`src/rtl/pipe_stage_reg.sv`:
```
// One pipeline register stage: carries an instruction, its payload words and hazard
// tags forward, with stall hold, flush-to-bubble and a per-instruction stall counter.
module pipe_stage_reg #(
   parameter int N_WORD = 2,
   parameter int W      = 32,
   parameter int A_W    = 5,
   parameter int TNEW_W = 2,
   parameter int CNT_W  = 16
) (
   input  logic                clk,
   input  logic                reset,
   input  logic                en,
   input  logic                flush,
   input  logic                valid_i,
   input  logic [W-1:0]        instr_i,
   input  logic [W-1:0]        pc8_i,
   input  logic [N_WORD*W-1:0] word_i,
   input  logic [A_W-1:0]      a3_i,
   input  logic [A_W-1:0]      a2_i,
   input  logic [TNEW_W-1:0]   tnew_i,
   output logic                valid_o,
   output logic [W-1:0]        instr_o,
   output logic [W-1:0]        pc8_o,
   output logic [N_WORD*W-1:0] word_o,
   output logic [A_W-1:0]      a3_o,
   output logic [A_W-1:0]      a2_o,
   output logic [TNEW_W-1:0]   tnew_o,
   output logic [CNT_W-1:0]    stall_cnt_o
);

   // Declaration initialisers make the power-up state match the reset state.
   logic                valid_q = 1'b0;
   logic [W-1:0]        instr_q = '0;
   logic [W-1:0]        pc8_q   = '0;
   logic [N_WORD*W-1:0] word_q  = '0;
   logic [A_W-1:0]      a3_q    = '0;
   logic [A_W-1:0]      a2_q    = '0;
   logic [TNEW_W-1:0]   tnew_q  = '0;
   logic [CNT_W-1:0]    cnt_q   = '0;

   logic [TNEW_W-1:0]   tnew_dec;

   assign tnew_dec = (tnew_i != '0) ? (tnew_i - TNEW_W'(1)) : '0;

   always_ff @(posedge clk) begin
      if (reset || flush || (en && !valid_i)) begin
         valid_q <= 1'b0;
         instr_q <= '0;
         pc8_q   <= '0;
         word_q  <= '0;
         a3_q    <= '0;
         a2_q    <= '0;
         tnew_q  <= '0;
         cnt_q   <= '0;
      end else if (en) begin
         valid_q <= 1'b1;
         instr_q <= instr_i;
         pc8_q   <= pc8_i;
         word_q  <= word_i;
         a3_q    <= a3_i;
         a2_q    <= a2_i;
         tnew_q  <= tnew_dec;
         cnt_q   <= '0;
      end else if (valid_q && (cnt_q != {CNT_W{1'b1}})) begin
         // hold: only the stall counter moves, and only for a real instruction
         cnt_q <= cnt_q + CNT_W'(1);
      end
   end

   assign valid_o     = valid_q;
   assign instr_o     = instr_q;
   assign pc8_o       = pc8_q;
   assign word_o      = word_q;
   assign a3_o        = a3_q;
   assign a2_o        = a2_q;
   assign tnew_o      = tnew_q;
   assign stall_cnt_o = cnt_q;

endmodule

```
`config.mk`:
```
export PLATFORM = sky130hd
export DESIGN_NAME = pipe_stage_reg
export DESIGN_NICKNAME = d
export VERILOG_FILES = /design/src/rtl/pipe_stage_reg.sv
export SDC_FILE = /design/constraint.sdc
export NUM_CORES = 1
export LEC_CHECK = 0
export CAP_MARGIN = 20
export CORE_MARGIN = 2
export CORE_UTILIZATION = 41
export CTS_BUF_LIST = sky130_fd_sc_hd__clkbuf_16
export CTS_CLUSTER_DIAMETER = 100
export DETAILED_ROUTE_END_ITERATION = 12
export GPL_TIMING_DRIVEN = 0
export HOLD_SLACK_MARGIN = 0.02
export PLACE_DENSITY = 0.93
export SLEW_MARGIN = 20
export SYNTH_ARGS = -nofsm -noshare
export SYNTH_HDL_FRONTEND = slang
export SYNTH_SLANG_ARGS = --single-unit
```
`constraint.sdc`:
```
create_clock -name clk -period 4.4 [get_ports clk]
set_clock_uncertainty 0.15 [all_clocks]
set_input_delay 1.32 -clock clk [delete_from_list [all_inputs] [get_ports clk]]
set_output_delay 1.32 -clock clk [all_outputs]
set_load 0.01 [all_outputs]
```
Word-level counts from Yosys, hierarchy flattened --
Cells that the tools add are included.
Word-level totals: output and inout port bits 157, word-level logic and storage cells 19, bits in registers 157, input port bits 145
Cells by class: multiplexer cells 1, reductions and logical operators 7, equal/unequal tests 1, add/sub/neg operators 2
Operators by type and width (number):
- $add A16 B1 Y16 const B | 1
- $ne A16 B16 Y1 const B | 1
- $logic_and A1 B1 Y1 | 2
- $logic_or A1 B1 Y1 | 2
- $mux W2 | 1
- $reduce_bool A2 Y1 | 1
- $reduce_or A2 Y1 | 1
- $sub A2 B1 Y2 const B | 1
- $logic_not A1 Y1 | 1

Longest topological paths before layout --
depth in word-level cells 4, mapped depth 6, mapped depth without buffers 5

Worst setup path after synthesis --
No wires, ideal clock.
path type in2reg, from in en, to reg cnt_q[4] (netlist: stall_cnt_o[4]), setup slack 1.550 ns, arrival time 2.626 ns, cell stages on the path 5, library setup time 0.074 ns, path buffers 2, required time 4.176 ns, cell sequence nor3_1 > clkbuf_1 > buf_1 > o21ai_0 > a31oi_1
On the way: longest elaborated chain between the ends 3
Ends and longest elaborated chain:
- start: declaration | RTL line 12 | input logic en,
- $logic_and A1 B1 Y1 | RTL line 46 | if (reset || flush || (en && !valid_i)) begin
- $logic_or A1 B1 Y1 | RTL line 46
- $reduce_or A2 Y1 (no line) *
- end signal: assignment | RTL line 66 | cnt_q <= cnt_q + CNT_W'(1);
- end: declaration | RTL line 39 | logic [CNT_W-1:0] cnt_q = '0;
Mark *: on every way between the ends. The rest lies on a longest branch, timed or not. A chain may end at the register's enable or synchronous reset.

Final worst setup path --
from in en, to reg cnt_q[6] (netlist: stall_cnt_o[6])
The elaborated chain is that of the path after synthesis.

==> reports/metrics.yaml <==
routing:
  drc: 0
  wl_per_cell_um: 17.9
  drtIter0Drc: 272
  wirelength_mm: 17.1
  vias_per_cell: 5.24
  postRouteAntennaNets: 0
  num_vias: 4984
  drt-pass1-iter-count: 6
critical_path:
  cp-end-kind: "flip-flop"
  startpoint_type: "primary input"
  max_stage_delay_ns: 0.63
  path_cells: "clkdlybuf4s50_1, nor3_2, clkbuf_1, buf_1, o21ai_0, a31oi_1"
  crit_required_ns: 4.59
  crit_path_max_fanout: 10
  arrival_ns: 3.66
  path_class: "primary input to flip-flop"
  path_buf_inv: 3
  cpMaxStageDelayCell: "nor3_2"
  critical_path.top_delay_family: "buffers and inverters"
power_and_ir_drop:
  powerDensity_nw_per_um2: 338
  peakVddDrop_v: 0.000227
  p_leak_nw: 3.36
layout:
  fillCellCount: 854
  diodes: 0
  seq_area_um2: 3140
  synthToLayoutAreaGrowth_pct: 72.1
  fin_nets: 915
  final_cell_mix: "clkdlybuf4s50_1 (301), dfxtp_1 (157), a22o_1 (110)"
  layout.cells.most_common: "clkdlybuf4s50_1"
  drive_gt1_share_pct: 5.00
  multi_input_area_um2: 1900
  final_cell_area_um2: 8920
global_route:
  antenna_found_initial: 0
  grt_max_degree: 17
  grt_pass1_vias: 5042
  grt_pass1_wl_mm: 25.6
  overflow: 0
  grt_usage_pct: 24.7
clock_tree:
  cts_buffers: 17
  post_cts_buffers: 0
  worstSkewPairLatency_ns: 0.42
  htreeDepth: 4
  clkTransAtPathRegs_ns: 0.06
  cts_sinks: 157
  cts-root-buf: "clkbuf_16"
  cts_tree: "done"
  cts.path.max_buffers: 2
  cts-resized-gates: 0
  postCtsHoldBufs: 0
die:
  core_um2: 12500
  die_h_um: 116
  die_w_um: 116
  ios: 302
  start_util_pct: 41.6
  die_area_um2: 13600
  row_count: 41
placed_design:
  place.detailed.hpwl_mm: 13.0
  numPortBuffers: 301
  gp_congestion: 0.887
  post_dp_cell_area_um2: 8420
flow_run:
  cap_violations: 0
timing:
  slew_violations: 0
  hold_violations: 0
  tightest_slew_ns: 0.886
  grt_setup_unrepaired: "no"
  post-route-min-period_ns: 3.47
  tns_ns: 0
  slew_headroom_pct: 39.4
  timing.fmax_ghz: 0.288
  setup_viol: 0
  fin_crit_sh_pct: 78.8
run_status:
  status: "completed"
synthesis:
  synth_warnings: 0
  syn_nets: 595
  ys_types: 38
  synth_seq_cells: 157
  synth_cells: 449
  avgSynthCellArea_um2: 11.5
  synth_area_um2: 5180
  synth-seq-area-share_pct: 60.6
worst_hold_path:
  min_path_type: "flip-flop to flip-flop"
kinds of logic (layout without fill, tap and decap cells):
logic type / count (synthesis) / count (layout) / synth area share (%)
compound gates: 143 / 143 / 22.6
buf+inv: 36 / 367 / 2.82
mux: 28 / 28 / 5.41
simple gates: 82 / 82 / 7.94
fa+ha+maj: 1 / 1 / 0.241
flops: 157 / 157 / 60.6
xor+xnor: 2 / 2 / 0.338
cell usage after synthesis, drive strengths merged:
library cell | instances | share of area, %
buf | 7 | 0.56
dfxtp | 157 | 61
nor3 | 2 | 0.19
a41o | 2 | 0.41
a31oi | 5 | 0.60
nand2 | 11 | 0.80
or4 | 5 | 0.82
nor4 | 3 | 0.36
mux2i | 28 | 5.4
o31ai | 3 | 0.43
a32o | 1 | 0.19
xnor2 | 2 | 0.34
and3 | 3 | 0.36
dlymetal6s2s | 1 | 0.24
o21ai | 9 | 0.87
nor2 | 37 | 2.7
inv | 3 | 0.22
a22o | 110 | 19
and4 | 3 | 0.53
ha | 1 | 0.24
nand4 | 5 | 0.72
or4b | 1 | 0.19
clkbuf | 25 | 1.8
or3 | 3 | 0.39
nand3 | 8 | 0.77
and2 | 1 | 0.12
a41oi | 1 | 0.17
a21oi | 9 | 0.87
o41ai | 1 | 0.17
a2111oi | 1 | 0.17
a211oi | 1 | 0.14
power breakdown:
group	internal, W	total [W]	switching [W]
clock	0.000705	0.00127	0.000562
sequential	0.00145	0.00147	0.0000172
combinational	0.000187	0.000285	0.0000978
state kept, by name (all words and copies together), names as in the netlist:
register     flops
pc8_o           32
word_o          64
a3_o             5
valid_o          1
stall_cnt_o     16
instr_o         32
tnew_o           2
a2_o             5
stage by stage:
step	hold slack (ns)	total power [W]	util, %	instances	setup WS, ns
final	0.329	0.00302	71.6	952	0.933
after global routing	0.342	0.00312	71.6	952	0.708
after CTS	0.330	0.00304	71.6	952	0.871
after detailed placement	0.313	0.00178	67.5	922	0.515
after global placement	0.302	0.00177	67.5	922	0.146
after floorplan	0.333	0.00157	-	449	1.55
worst register-to-register path: stages (launching register included):
cell and delay [ns]:
dfxtp_1 0.43, ha_1 0.22, nand2_1 0.13, a2111oi_0 0.77
a31oi_1 0.19, a41o_1 0.24
metal layers:
metal / global-route usage (%) / vias to the layer above / part of all wire (%)
li1: - / 2333 / -
met1: 27.1 / 2366 / 38
met2: 43.2 / 239 / 51
met3: 7.73 / 46 / 7.4
met4: 12.5 / 0 / 3.2
met5: 0 / - / 0
path summary, 6_finish.rpt:
| path | cells after the start | startpoint | slack, ns | to |
|---|---|---|---|---|
| hold / removal | 1 | instr_o[2]$_SDFFE_PP0P_ | 0.33 | instr_o[2]$_SDFFE_PP0P_ |
| hold reg to reg | 1 | instr_o[2]$_SDFFE_PP0P_ | 0.33 | instr_o[2]$_SDFFE_PP0P_ |
| setup / recovery | 6 | en | 0.93 | stall_cnt_o[6]$_SDFFE_PP0P_ |
| setup reg to reg | 5 | stall_cnt_o[0]$_SDFFE_PP0P_ | 2.16 | stall_cnt_o[10]$_SDFFE_PP0P_ |
cell type report:
type	count	share of cell area, %
clock inverters	13	0.911
multi-input cells	256	21.3
well taps	172	2.41
clock buffers	17	4.77
flip-flops and latches	157	35.2
inverters	3	0.126
plain buffers	33	1.51
repair buffers	301	33.8
Power figures use the tool's default switching activity.
==> variant 1, RTL diff (same settings) <==
`W`: 32 -> 16.
--- a/src/rtl/pipe_stage_reg.sv
+++ b/src/rtl/pipe_stage_reg.sv
@@ -3,5 +3,5 @@
 module pipe_stage_reg #(
    parameter int N_WORD = 2,
-   parameter int W      = 32,
+   parameter int W      = 16,
    parameter int A_W    = 5,
    parameter int TNEW_W = 2,
Interface: changed (6 resized); port bits go from 302 to 174. No check against the original RTL was run, so the function may have changed too.
==> variant 1 against the unedited design <==
Synthesized cell count is 32% lower; via count is 37% lower; critical endpoint is now pc8_o[0]; cell count is 37% lower; synthesized area is 37% lower; setup slack better by 0.28 ns; routed wire length is 43% lower; largest cell class is now flip-flops and latches; sequential cell count is 64 lower; cell area is 39% lower; total power is 39% lower; critical path depth stayed put.
==> variant 1: results (changes against the unedited design) <==
grt_max_degree: 15  # was 17
grt_pass1_wl_um: 15410  # was 25570 µm
nonClkBufAreaFrac_pct: 33.15  # was 35.28%
instances_no_fill: 596  # was 952
hold_start: "tnew_o[0]"  # was instr_o[2]
dp_hpwl_um: 7330  # was 13010 µm
powerDensity_mw_per_mm2: 335.3  # was 338.4 mW/mm²
syn_nets: 386  # was 595
dpl_cell_area_mm2: 0.005147  # was 0.008417 mm²
slowest_stage: "clkbuf_1"  # was nor3_2
critPathLaunch: "flush"  # was en
synth_cells: 304  # was 449
dr.pass1.iters: 4  # was 6
fillCellCount: 562  # was 854
synthTopCellsByArea: "dfxtp_1 (57%), a22o_1 (12%), mux2i_1 (8.6%)"  # was dfxtp_1 (61%), a22o_1 (19%), mux2i_1 (5.4%)
pre_cts_ws_ns: 0.8882  # was 0.5154 ns
clk_latency_ns: 0.32  # was 0.42 ns
p_leak_nw: 2.068  # was 3.364 nW
port_buffers: 173  # was 301
crit_end: "pc8_o[0]"  # was stall_cnt_o[6]
n_all_buffers: 192  # was 334
cts_sinks: 93  # was 157
p_clk_mw: 0.791  # was 1.27 mW
whs_ns: 0.3141  # was 0.3294 ns
seq_area_mm2: 0.001862  # was 0.003143 mm²
status: "complete, no violations"  # unchanged
r2r-end: "stall_cnt_o[3]"  # was stall_cnt_o[10]
p_int_mw: 1.458  # was 2.343 mW
multi_input_cells: 190  # was 256
clock_buffers: 9  # was 17
synthTopCellsByCount: "dfxtp_1 (93), a22o_1 (46), nor2_1 (38)"  # was dfxtp_1 (157), a22o_1 (110), nor2_1 (37)
vias: 3146  # was 4984
finalWorstSetupSlack_ns: 1.214  # was 0.9327 ns
nets: 571  # was 915
track_usage_pct: 22.17  # was 24.72%
largest_reg_flops: 32  # was 64
grt_pass1_vias: 3171  # was 5042
ys_seq_area_share_pct: 56.84  # was 60.63%
multi_input_area_share_pct: 24.55  # was 21.28%
cpPeakStageDelay_ns: 0.45  # was 0.63 ns
[variant 1: per-layer routing]
| layer | up-vias | wire, µm | global-route usage [%] |
|---|---|---|---|
| li1 | 1499 | - | - |
| met5 | - | 0 | 0 |
| met4 | 0 | 229 | 8.211 |
| met1 | 1472 | 3837 | 25.34 |
| met3 | 22 | 850 | 6.930 |
| met2 | 153 | 4746 | 38.67 |
[variant 1: worst min-delay path: stages, from the launching register on]
cell	delay, ns
dfxtp_1	0.32
nand2_1	0.05
o21ai_0	0.06
[variant 1: kinds of logic (layout without fill, tap and decap cells)]
group	count (synthesis)	count (layout)	share of synthesized area, %
flops	93	93	56.84
compound gates	79	79	19.18
mux	28	28	8.556
xor+xnor	2	2	0.5349
simple gates	80	80	12.07
fa+ha+maj	1	1	0.3819
buf+inv	21	211	2.444
==> variant 2, RTL diff (config.mk and constraints unchanged) <==
Made on the original files. Put one more register stage on the output `stall_cnt_o`, without a reset. The value now appears one clock later. The other outputs are not delayed to match.
--- a/src/rtl/pipe_stage_reg.sv
+++ b/src/rtl/pipe_stage_reg.sv
@@ -75,5 +75,7 @@
    assign a2_o        = a2_q;
    assign tnew_o      = tnew_q;
-   assign stall_cnt_o = cnt_q;
+   always_ff @(posedge clk) begin
+      stall_cnt_o <= cnt_q;
+   end
 
 endmodule
Formal check against the unedited RTL: not equivalent (Yosys sat finds a counterexample within 4 cycles, from zero or initial values).
==> variant 2 against the unedited design <==
Cell area up 3.5%; setup slack better by 0.12 ns; count of clock-buffer cells in the layout unchanged; sequential cell count up 16; global-route usage up 0.64 points; utilization up 0.73 points; sequential power up 9.5%; synthesized area up 4.3%; critical path depth up 1; non-clock buffer count down 1; total power up 14%; routed wire length up 6.9%.
==> variant 2: results (changes against the unedited design) <==
status: "complete, no violations"  # unchanged
cts-resized-gates: 0  # unchanged
ys_seq_area_share_pct: 64.04  # was 60.63%
syn_nets: 592  # was 595
crit_arrival_ns: 3.56  # was 3.66 ns
ys_types: 33  # was 38
place.gp.congestion: 0.8845  # was 0.8868
grt_max_degree: 17  # unchanged
fillCellCount: 794  # was 854
synthTopCellsByCount: "dfxtp_1 (173), a22o_1 (125), clkbuf_1 (27)"  # was dfxtp_1 (157), a22o_1 (110), nor2_1 (37)
period_minus_slack_ns: 3.345  # was 3.467 ns
vias_per_cell: 5.358  # was 5.235
grt_pass1_wl_um: 27900  # was 25570 µm
grt_antenna_before_repair: 0  # unchanged
p_leak_nw: 3.457  # was 3.364 nW
htree_levels: 4  # unchanged
whs_ns: 0.2454  # was 0.3294 ns
drtIter0Drc: 335  # was 272
dr.pass1.iters: 8  # was 6
path_max_fanout: 10  # unchanged
port_buffers: 300  # was 301
post-place-cells: 918  # was 922
grt_pass1_vias: 5284  # was 5042
ir_drop_v: 0.0002992  # was 0.0002273 V
power_switching_mw: 0.7200  # was 0.6769 mW
largest_reg_flops: 64  # unchanged
nets: 911  # was 915
dp_hpwl_um: 13570  # was 13010 µm
slowest_stage: "clkbuf_1"  # was nor3_2
cts.reportedPaths.clkPinSlew_ns: 0.06  # about the same
wire_per_inst_um: 19.22  # was 17.94 µm
postCtsSetupRepairBufs: 0  # unchanged
clock-root-buffer: "clkbuf_16"  # unchanged
instances_no_fill: 950  # was 952
relSlewSlack_pct: 46.39  # was 39.37%
synthTopCellsByArea: "dfxtp_1 (64%), a22o_1 (20%), mux2i_1 (2.6%)"  # was dfxtp_1 (61%), a22o_1 (19%), mux2i_1 (5.4%)
cpPeakStageDelay_ns: 0.50  # was 0.63 ns
reg2reg_slack_ns: 2.24  # was 2.16 ns
drive_above_1_share_pct: 4.499  # was 5.000%
pre_cts_ws_ns: 0.5617  # was 0.5154 ns
track_usage_pct: 25.37  # was 24.72%
clk_path_buf_depth: 2  # unchanged
synth_cells: 446  # was 449
-- variant 2: cell families (layout without fill, tap and decap cells) --
family / after synthesis / count (layout) / share of synthesized area, %
muxes: 14 / 14 / 2.591
and+or+nand+nor: 62 / 62 / 6.039
AOI/OAI and AO/OA: 159 / 159 / 24.46
DFF: 173 / 173 / 64.04
adders and majority gates: 1 / 1 / 0.2313
buffers and inverters: 37 / 369 / 2.638
-- variant 2: worst paths after layout --
path / endpoint / depth (start not counted) / from
worst min register to register: stall_cnt_o[15] / 0 / cnt_q[15]
worst min-delay path: stall_cnt_o[15] / 0 / cnt_q[15]
worst max-delay path: instr_o[22] / 7 / flush
worst max register to register: cnt_q[13] / 5 / cnt_q[3]
-- variant 2: worst max-delay path: cells and delay by family --
kind / cells / cell delay, ns
simple gates: 2 / 0.34
compound gates: 1 / 0.22
buf+inv: 4 / 1.68
-- variant 2: power by group through the flow --
stage,sequential [mW],combinational (mW),clock [mW]
2_1_floorplan,1.66,0.0537,0
3_3_place_gp,1.64,0.264,0
3_5_place_dp,1.64,0.272,0
4_1_cts,1.61,0.275,1.56
5_1_grt,1.61,0.289,1.63
6_report,1.61,0.274,1.55
-- variant 2: routing by layer --
metal | track usage, % | up-vias | part of all wire (%)
met5 | 0 | - | 0
met4 | 11.09 | 0 | 2.9
met3 | 8.285 | 40 | 6.9
met2 | 46.91 | 265 | 54
met1 | 25.90 | 2452 | 37
li1 | - | 2333 | -
-- variant 2: stage by stage --
step | util [%] | cell area (µm²) | total power, mW
CTS | 72.27 | 9231 | 3.445
floorplan | - | 5408 | 1.709
global route | 72.32 | 9238 | 3.527
global placement | 67.53 | 8626 | 1.907
detailed placement | 67.53 | 8626 | 1.917
finish | 72.32 | 9238 | 3.431
-- variant 2: layout make-up --
type,instances,area share [%]
clock buffer,17,4.605
buffer,33,1.382
multi-input combinational,236,19.57
sequential,173,37.49
timing repair buffer,300,32.51
tap,172,2.330
inverter,4,0.1625
clock inverter,15,1.950
